`config.mk`:
```
export PLATFORM = sky130hd
export DESIGN_NAME = dm9000_if_flat
export DESIGN_NICKNAME = d
export VERILOG_FILES = /design/src/rtl/dm9000_if_if.sv /design/src/rtl/dm9000_if.sv /design/src/flat_wrapper.sv
export SDC_FILE = /design/constraint.sdc
export NUM_CORES = 1
export LEC_CHECK = 0
export BUFFER_PORTS_ARGS = -buffer_cell sky130_fd_sc_hd__buf_2
export CORE_MARGIN = 2
export CORE_UTILIZATION = 40
export CTS_CLUSTER_DIAMETER = 40
export DETAILED_ROUTE_END_ITERATION = 8
export PLACE_DENSITY = 0.7
export SYNTH_ARGS = -nofsm -noshare
export SYNTH_HDL_FRONTEND = slang
export SYNTH_SLANG_ARGS = --single-unit
```
`constraint.sdc`:
```
create_clock -name wb_clk_i -period 4.8 [get_ports wb_clk_i]
set_clock_uncertainty 0.05 [all_clocks]
set_input_delay 0.96 -clock wb_clk_i [delete_from_list [all_inputs] [get_ports wb_clk_i]]
set_output_delay 0.96 -clock wb_clk_i [all_outputs]
set_load 0.05 [all_outputs]
```
`src/rtl/dm9000_if_if.sv`:
```
// Wishbone slave bus bundle for the DM9000 bridge.
// The master modport drives requests and the slave modport answers them.
interface dm9000_if_if;
   logic [31:0] wb_dat_i;
   logic [31:0] wb_dat_o;
   logic [31:0] wb_adr_i;
   logic [3:0]  wb_sel_i;
   logic        wb_we_i;
   logic        wb_cyc_i;
   logic        wb_stb_i;
   logic        wb_ack_o;
   logic        wb_err_o;
   logic        wb_inta_o;

   modport slave (
      input  wb_dat_i, wb_adr_i, wb_sel_i, wb_we_i, wb_cyc_i, wb_stb_i,
      output wb_dat_o, wb_ack_o, wb_err_o, wb_inta_o
   );

   modport master (
      output wb_dat_i, wb_adr_i, wb_sel_i, wb_we_i, wb_cyc_i, wb_stb_i,
      input  wb_dat_o, wb_ack_o, wb_err_o, wb_inta_o
   );
endinterface

```
`src/rtl/dm9000_if.sv`:
```
// Wishbone-to-DM9000 bridge: timed cs/ior/iow cycles, a local CTRL register and the chip reset pulse.
// Define DM9000_IRQ_SYNC_EN to route dm9000_intr through a 2-flop synchronizer.
module dm9000_if #(
   parameter int T_SETUP    = 1,
   parameter int T_STROBE   = 2,
   parameter int T_HOLD     = 1,
   parameter int RST_CYCLES = 16
) (
   input  logic        wb_clk_i,
   input  logic        wb_rst_i,
   dm9000_if_if.slave  wb,
   output logic        dm9000_cs_n,
   output logic        dm9000_rst_n,
   output logic        dm9000_iow_n,
   output logic        dm9000_ior_n,
   output logic        dm9000_cmd,
   output logic        dm9000_oe,
   input  logic [15:0] dm9000_indata,
   output logic [15:0] dm9000_outdata,
   input  logic        dm9000_intr
);

   typedef enum logic [2:0] {PRST, IDLE, SETUP, STROBE, HOLD, ACK} state_t;

   localparam logic [7:0] SETUP_LAST  = 8'(T_SETUP - 1);
   localparam logic [7:0] STROBE_LAST = 8'(T_STROBE - 1);
   localparam logic [7:0] HOLD_LAST   = 8'((T_HOLD > 0) ? T_HOLD - 1 : 0);
   localparam logic [7:0] RST_LAST    = 8'(RST_CYCLES - 1);

   state_t      r_state;
   logic [7:0]  r_cnt;
   logic        r_we;
   logic        r_ien;
   logic        r_srst;
   logic        r_csN;
   logic        r_rstN;
   logic        r_iowN;
   logic        r_iorN;
   logic        r_cmd;
   logic        r_oe;
   logic        r_ack;
   logic        r_err;
   logic        r_inta;
   logic [15:0] r_outData;
   logic [31:0] r_datO;

   logic        w_req;
   logic [15:0] w_lane;
   logic        w_unused;

   assign w_req    = wb.wb_cyc_i & wb.wb_stb_i;
   assign w_lane   = (wb.wb_sel_i[1:0] != 2'b00) ? wb.wb_dat_i[15:0] : wb.wb_dat_i[31:16];
   assign w_unused = ^{wb.wb_adr_i[31:4], wb.wb_adr_i[1:0]};

   // Every output is set on the transition into the state that owns it, so all pins come straight from flops.
   always_ff @(posedge wb_clk_i or posedge wb_rst_i) begin
      if (wb_rst_i) begin
         r_state   <= PRST;
         r_cnt     <= '0;
         r_we      <= 1'b0;
         r_ien     <= 1'b0;
         r_srst    <= 1'b0;
         r_csN     <= 1'b1;
         r_rstN    <= 1'b0;
         r_iowN    <= 1'b1;
         r_iorN    <= 1'b1;
         r_cmd     <= 1'b0;
         r_oe      <= 1'b0;
         r_ack     <= 1'b0;
         r_err     <= 1'b0;
         r_outData <= '0;
         r_datO    <= '0;
      end else begin
         case (r_state)
            PRST: begin
               if (r_cnt == RST_LAST) begin
                  r_state <= IDLE;
                  r_rstN  <= 1'b1;
                  r_cnt   <= '0;
               end else begin
                  r_cnt <= r_cnt + 8'd1;
               end
            end
            IDLE: begin
               if (w_req) begin
                  r_we <= wb.wb_we_i;
                  if (wb.wb_sel_i == 4'b0000) begin
                     r_err   <= 1'b1;
                     r_state <= ACK;
                  end else if (wb.wb_adr_i[3]) begin
                     r_ack   <= 1'b1;
                     r_state <= ACK;
                     if (wb.wb_we_i) begin
                        r_ien  <= wb.wb_dat_i[0];
                        r_srst <= wb.wb_dat_i[1];
                     end else begin
                        r_datO <= {30'b0, 1'b0, r_ien};
                     end
                  end else begin
                     r_state <= SETUP;
                     r_cnt   <= '0;
                     r_csN   <= 1'b0;
                     r_cmd   <= wb.wb_adr_i[2];
                     r_oe    <= wb.wb_we_i;
                     if (wb.wb_we_i) begin
                        r_outData <= w_lane;
                     end
                  end
               end
            end
            SETUP: begin
               if (r_cnt == SETUP_LAST) begin
                  r_state <= STROBE;
                  r_cnt   <= '0;
                  r_iowN  <= ~r_we;
                  r_iorN  <= r_we;
               end else begin
                  r_cnt <= r_cnt + 8'd1;
               end
            end
            STROBE: begin
               if (r_cnt == STROBE_LAST) begin
                  r_cnt  <= '0;
                  r_iowN <= 1'b1;
                  r_iorN <= 1'b1;
                  if (!r_we) begin
                     r_datO <= {2{dm9000_indata}};
                  end
                  if (T_HOLD == 0) begin
                     r_state <= ACK;
                     r_csN   <= 1'b1;
                     r_oe    <= 1'b0;
                     r_ack   <= 1'b1;
                  end else begin
                     r_state <= HOLD;
                  end
               end else begin
                  r_cnt <= r_cnt + 8'd1;
               end
            end
            HOLD: begin
               if (r_cnt == HOLD_LAST) begin
                  r_state <= ACK;
                  r_cnt   <= '0;
                  r_csN   <= 1'b1;
                  r_oe    <= 1'b0;
                  r_ack   <= 1'b1;
               end else begin
                  r_cnt <= r_cnt + 8'd1;
               end
            end
            ACK: begin
               r_ack <= 1'b0;
               r_err <= 1'b0;
               // A soft reset written to CTRL is acked first, then the chip reset pulse restarts.
               if (r_srst) begin
                  r_state <= PRST;
                  r_cnt   <= '0;
                  r_rstN  <= 1'b0;
                  r_srst  <= 1'b0;
               end else begin
                  r_state <= IDLE;
               end
            end
            default: begin
               r_state <= PRST;
               r_cnt   <= '0;
               r_rstN  <= 1'b0;
            end
         endcase
      end
   end

`ifdef DM9000_IRQ_SYNC_EN
   logic r_intrMeta;
   logic r_intrSync;

   always_ff @(posedge wb_clk_i or posedge wb_rst_i) begin
      if (wb_rst_i) begin
         r_intrMeta <= 1'b0;
         r_intrSync <= 1'b0;
         r_inta     <= 1'b0;
      end else begin
         r_intrMeta <= dm9000_intr;
         r_intrSync <= r_intrMeta;
         r_inta     <= r_intrSync & r_ien;
      end
   end
`else
   always_ff @(posedge wb_clk_i or posedge wb_rst_i) begin
      if (wb_rst_i) begin
         r_inta <= 1'b0;
      end else begin
         r_inta <= dm9000_intr & r_ien;
      end
   end
`endif

   assign dm9000_cs_n    = r_csN;
   assign dm9000_rst_n   = r_rstN;
   assign dm9000_iow_n   = r_iowN;
   assign dm9000_ior_n   = r_iorN;
   assign dm9000_cmd     = r_cmd;
   assign dm9000_oe      = r_oe;
   assign dm9000_outdata = r_outData;
   assign wb.wb_dat_o    = r_datO;
   assign wb.wb_ack_o    = r_ack;
   assign wb.wb_err_o    = r_err;
   assign wb.wb_inta_o   = r_inta;

endmodule
```
`src/flat_wrapper.sv`:
```
// flat-port wrapper written by rule: the top's interface ports become plain ports
module dm9000_if_flat 
#(
   parameter int T_SETUP    = 1,
   parameter int T_STROBE   = 2,
   parameter int T_HOLD     = 1,
   parameter int RST_CYCLES = 16
)
  (wb_clk_i, wb_rst_i, dm9000_cs_n, dm9000_rst_n, dm9000_iow_n, dm9000_ior_n, dm9000_cmd, dm9000_oe, dm9000_indata, dm9000_outdata, dm9000_intr, wb_wb_dat_i, wb_wb_adr_i, wb_wb_sel_i, wb_wb_we_i, wb_wb_cyc_i, wb_wb_stb_i, wb_wb_dat_o, wb_wb_ack_o, wb_wb_err_o, wb_wb_inta_o);
  dm9000_if_if wb_i ();
  input  logic wb_clk_i;
  input  logic wb_rst_i;
  output logic dm9000_cs_n;
  output logic dm9000_rst_n;
  output logic dm9000_iow_n;
  output logic dm9000_ior_n;
  output logic dm9000_cmd;
  output logic dm9000_oe;
  input  logic [15:0] dm9000_indata;
  output logic [15:0] dm9000_outdata;
  input  logic dm9000_intr;
  input wire logic [$bits(wb_i.wb_dat_i)-1:0] wb_wb_dat_i;
  input wire logic [$bits(wb_i.wb_adr_i)-1:0] wb_wb_adr_i;
  input wire logic [$bits(wb_i.wb_sel_i)-1:0] wb_wb_sel_i;
  input wire logic [$bits(wb_i.wb_we_i)-1:0] wb_wb_we_i;
  input wire logic [$bits(wb_i.wb_cyc_i)-1:0] wb_wb_cyc_i;
  input wire logic [$bits(wb_i.wb_stb_i)-1:0] wb_wb_stb_i;
  output wire logic [$bits(wb_i.wb_dat_o)-1:0] wb_wb_dat_o;
  output wire logic [$bits(wb_i.wb_ack_o)-1:0] wb_wb_ack_o;
  output wire logic [$bits(wb_i.wb_err_o)-1:0] wb_wb_err_o;
  output wire logic [$bits(wb_i.wb_inta_o)-1:0] wb_wb_inta_o;
  assign wb_i.wb_dat_i = wb_wb_dat_i;
  assign wb_i.wb_adr_i = wb_wb_adr_i;
  assign wb_i.wb_sel_i = wb_wb_sel_i;
  assign wb_i.wb_we_i = wb_wb_we_i;
  assign wb_i.wb_cyc_i = wb_wb_cyc_i;
  assign wb_i.wb_stb_i = wb_wb_stb_i;
  assign wb_wb_dat_o = wb_i.wb_dat_o;
  assign wb_wb_ack_o = wb_i.wb_ack_o;
  assign wb_wb_err_o = wb_i.wb_err_o;
  assign wb_wb_inta_o = wb_i.wb_inta_o;
  dm9000_if #(.T_SETUP(T_SETUP), .T_STROBE(T_STROBE), .T_HOLD(T_HOLD), .RST_CYCLES(RST_CYCLES)) u_core (.wb_clk_i(wb_clk_i), .wb_rst_i(wb_rst_i), .wb(wb_i), .dm9000_cs_n(dm9000_cs_n), .dm9000_rst_n(dm9000_rst_n), .dm9000_iow_n(dm9000_iow_n), .dm9000_ior_n(dm9000_ior_n), .dm9000_cmd(dm9000_cmd), .dm9000_oe(dm9000_oe), .dm9000_indata(dm9000_indata), .dm9000_outdata(dm9000_outdata), .dm9000_intr(dm9000_intr));
endmodule
```
==> results.json <==
{
  "cts.clk_slew.worst_paths_ns": 0.10,
  "worstPathArrival_ns": 2.82,
  "slew_violations": 0,
  "rows": 30,
  "path_cells": "inv_1 -> or4_1 -> o22ai_2 -> nand3_1 -> o21ai_0",
  "cts_htree_levels": 2,
  "ys_types": 53,
  "viasPerCell": 4.96,
  "grt_pass1_vias": 2336,
  "startpoint_type": "flop",
  "synth.ff_latch_count": 56,
  "synth_warnings": 0,
  "critPathTopFamily": "compound AO/OA/AOI/OAI gates",
  "cts.path.max_buffers": 2,
  "cts-root-buf": "clkbuf_8",
  "post_cts_resized": 0,
  "synth_edf_count": 0,
  "first_iter_violations": 121,
  "antenna_found_initial": 0,
  "num-nets-final": 487,
  "intPower_w": 0.00105,
  "critPathMaxStageDelay_ns": 0.88,
  "cts_tree": "built",
  "start_util_pct": 42.0,
  "power.switching_w": 0.00106,
  "crit_path_end_kind": "flop",
  "ioPinCount": 147,
  "netlist_instances": 301,
  "postCtsSetupBuffers": 0,
  "rsz0062_at_grt": "no",
  "peakVddDrop_mv": 0.178,
  "hold_class": "flop to flop",
  "wl_per_cell_um": 13.1,
  "worstSetupPathType": "flop to flop",
  "cts.sinks": 56,
  "status": "complete, no violations",
  "slew_headroom_pct": 21.3,
  "worstPathRequired_ns": 4.97,
  "max_freq_ghz": 0.377,
  "vias": 2436,
  "drt-total-wl_mm": 6.43,
  "clkPwrFrac_pct": 12.0,
  "cts_inserted_buffers": 5,
  "seqPwrFrac_pct": 36.2,
  "final_core_util_pct": 51.1,
  "grt-ovfl-total": 0,
  "swShare_pct": 50.2,
  "insertedDiodeCount": 0,
  "crit_fanout": 34,
  "cts_hold_buf": 0,
  "setup_violations": 0,
  "io_buffers": 116,
  "async_flop_share_pct": 100,
  "ys.flop_type": "dfrtp_1",
  "min_period_over_period_pct": 55.3,
  "synth_area_sq_um": 2890,
  "cp.buffers_inverters": 1,
  "comb_power_share_pct": 51.9,
  "dieWidth_um": 88.9,
  "cap_violations": 0,
  "nFillCells": 647,
  "grt_pass1_wl_mm": 10.4,
  "power_density_nw_per_um2": 601,
  "worstMarginPinSlew_ns": 1.18,
  "first_pass_iters": 4,
  "synth_fp_nets": 394,
  "area_growth_pct": 21.6,
  "syn-mean-instance-area_sq_um": 9.59,
  "synth_seq_area_share_pct": 48.7,
  "detailed_place_hpwl_mm": 4.86,
  "holdWs_ns": 0.392,
  "timing.final.hold_violations": 0,
  "grt_use_total_pct": 16.5,
  "finalWorstPathRequiredPeriod_ns": 2.65,
  "drc_errors": 0,
  "core_sq_um": 6870,
  "dieHeight_um": 88.9,
  "crit_slowest_cell": "o22ai_2",
  "drive_above_1_share_pct": 36.2,
  "grt_max_degree": 43,
  "fin_setup_tns_ns": 0,
  "ant_nets": 0,
  "clkLatencyLatePin_ns": 0.30,
  "gp_congestion": 0.834,
  "die_area_sq_um": 7910,
  "power.leakage_nw": 1.74
}
[layout make-up]
cell class	count	area (sq um)	area share, %
clock buffer	6	72.6	2.07
clock inverter	2	16.3	0.464
inverter	25	93.8	2.67
multi-input combinational	189	1210	34.6
sequential	56	1410	40.1
tap	96	120	3.42
timing repair buffer	117	588	16.8
[layout by cell type, fill, tap and decap left out, types with 2 or more instances in the layout]
cell      Yosys  routed
dfstp_2       3       3
and2_1        3       3
a22o_1        4       4
nor4_1        2       2
a31oi_1       3       3
nor2_1       29      27
nor3_1        3       3
nand2b_1      2       2
nor2_2        0       2
inv_1        25      24
o21a_1        3       3
nand4_1       2       2
or4_1         2       2
nand2_1       9       9
clkbuf_8      0       5
o21ai_0      20      20
dfrtp_1      53      53
nand3_1      21      21
mux2_2        4       4
mux2i_1      19      19
a21oi_1      28      28
buf_2         4     116
or2_2         2       2
xor2_1        2       2
o21ai_1       2       2
ha_1          3       3
[worst paths after layout]
kind	from	end	slack, ns	cells past startpoint
max	u_core.r_state[0]	u_core.wb.wb_dat_o[30]	2.15	5
min	u_core.r_we	u_core.dm9000_iow_n	0.39	1
max reg2reg	u_core.r_state[0]	u_core.wb.wb_dat_o[30]	2.15	5
min reg2reg	u_core.r_we	u_core.dm9000_iow_n	0.39	1
max in group asynchronous	wb_rst_i	u_core.dm9000_cs_n	3.34	3
min in group asynchronous	wb_rst_i	u_core.r_cnt[5]	0.54	2
[Yosys cell counts (9+ instances only)]
cell type | count | area (sq um)
dfrtp_1 | 53 | 1330
nor2_1 | 29 | 109
a21oi_1 | 28 | 140
inv_1 | 25 | 93.8
nand3_1 | 21 | 105
o21ai_0 | 20 | 100
mux2i_1 | 19 | 190
buf_4 | 15 | 113
clkbuf_1 | 11 | 41.3
nand2_1 | 9 | 33.8
[worst reg2reg max path, delay by kind of cell, from the launching register on]
kind,cells,cell delay [ns]
DFF,1,0.63
AOI/OAI and AO/OA,2,1.01
buffers and inverters,1,0.19
and+or+nand+nor,2,0.69
[through the flow]
step / total power [W] / instance area [sq um] / setup slack (ns) / std cells
2_1_floorplan: 0.00163 / 2890 / 2.42 / 301
3_3_place_gp: 0.00185 / 3420 / 1.89 / 483
3_5_place_dp: 0.00187 / 3420 / 1.78 / 483
4_1_cts: 0.00213 / 3510 / 2.08 / 491
5_1_grt: 0.00226 / 3510 / 1.79 / 491
6_report: 0.00211 / 3510 / 2.15 / 491
[cell families (layout without fill, tap and decap cells)]
group                    Yosys count  after routing  synth area share (%)
buffers and inverters             56            150                  9.45
AND/OR/NAND/NOR                   87             87                  16.0
AO/OA/AOI/OAI                     73             73                  15.5
XOR/XNOR                           3              3                 0.911
flip-flops                        56             56                  48.7
multiplexers                      23             23                  8.15
adder cells (fa/ha/maj)            3              3                  1.30
[layer usage]
layer | track usage, % | vias up | routed length, um | share of wire, %
met3 | 2.86 | 6 | 302 | 4.7
met4 | 3.66 | 0 | 63 | 0.98
met2 | 31.3 | 63 | 3340 | 52
li1 | - | 1214 | - | -
met1 | 19.3 | 1153 | 2720 | 42
met5 | 0 | - | 0 | 0
[power groups by stage]
stage | registers, W | clock network [W] | logic (W)
2_1_floorplan | 0.00113 | 0 | 0.000496
3_3_place_gp | 0.000764 | 0 | 0.00108
3_5_place_dp | 0.000771 | 0 | 0.00110
4_1_cts | 0.000763 | 0.000266 | 0.00110
5_1_grt | 0.000792 | 0.000280 | 0.00119
6_report | 0.000763 | 0.000253 | 0.00109
[sequential cells by signal, summed over array words and instances (netlist names)]
name	cells
u_core.dm9000_cs_n	1
u_core.r_cnt	8
u_core.r_state	3
u_core.dm9000_rst_n	1
u_core.dm9000_ior_n	1
u_core.wb.wb_inta_o	1
u_core.wb.wb_err_o	1
u_core.wb.wb_ack_o	1
u_core.dm9000_outdata	16
u_core.r_we	1
u_core.dm9000_cmd	1
u_core.wb.wb_dat_o	17
u_core.r_ien	1
u_core.r_srst	1
u_core.dm9000_oe	1
u_core.dm9000_iow_n	1
No activity file was read; power rests on OpenSTA's default activity.
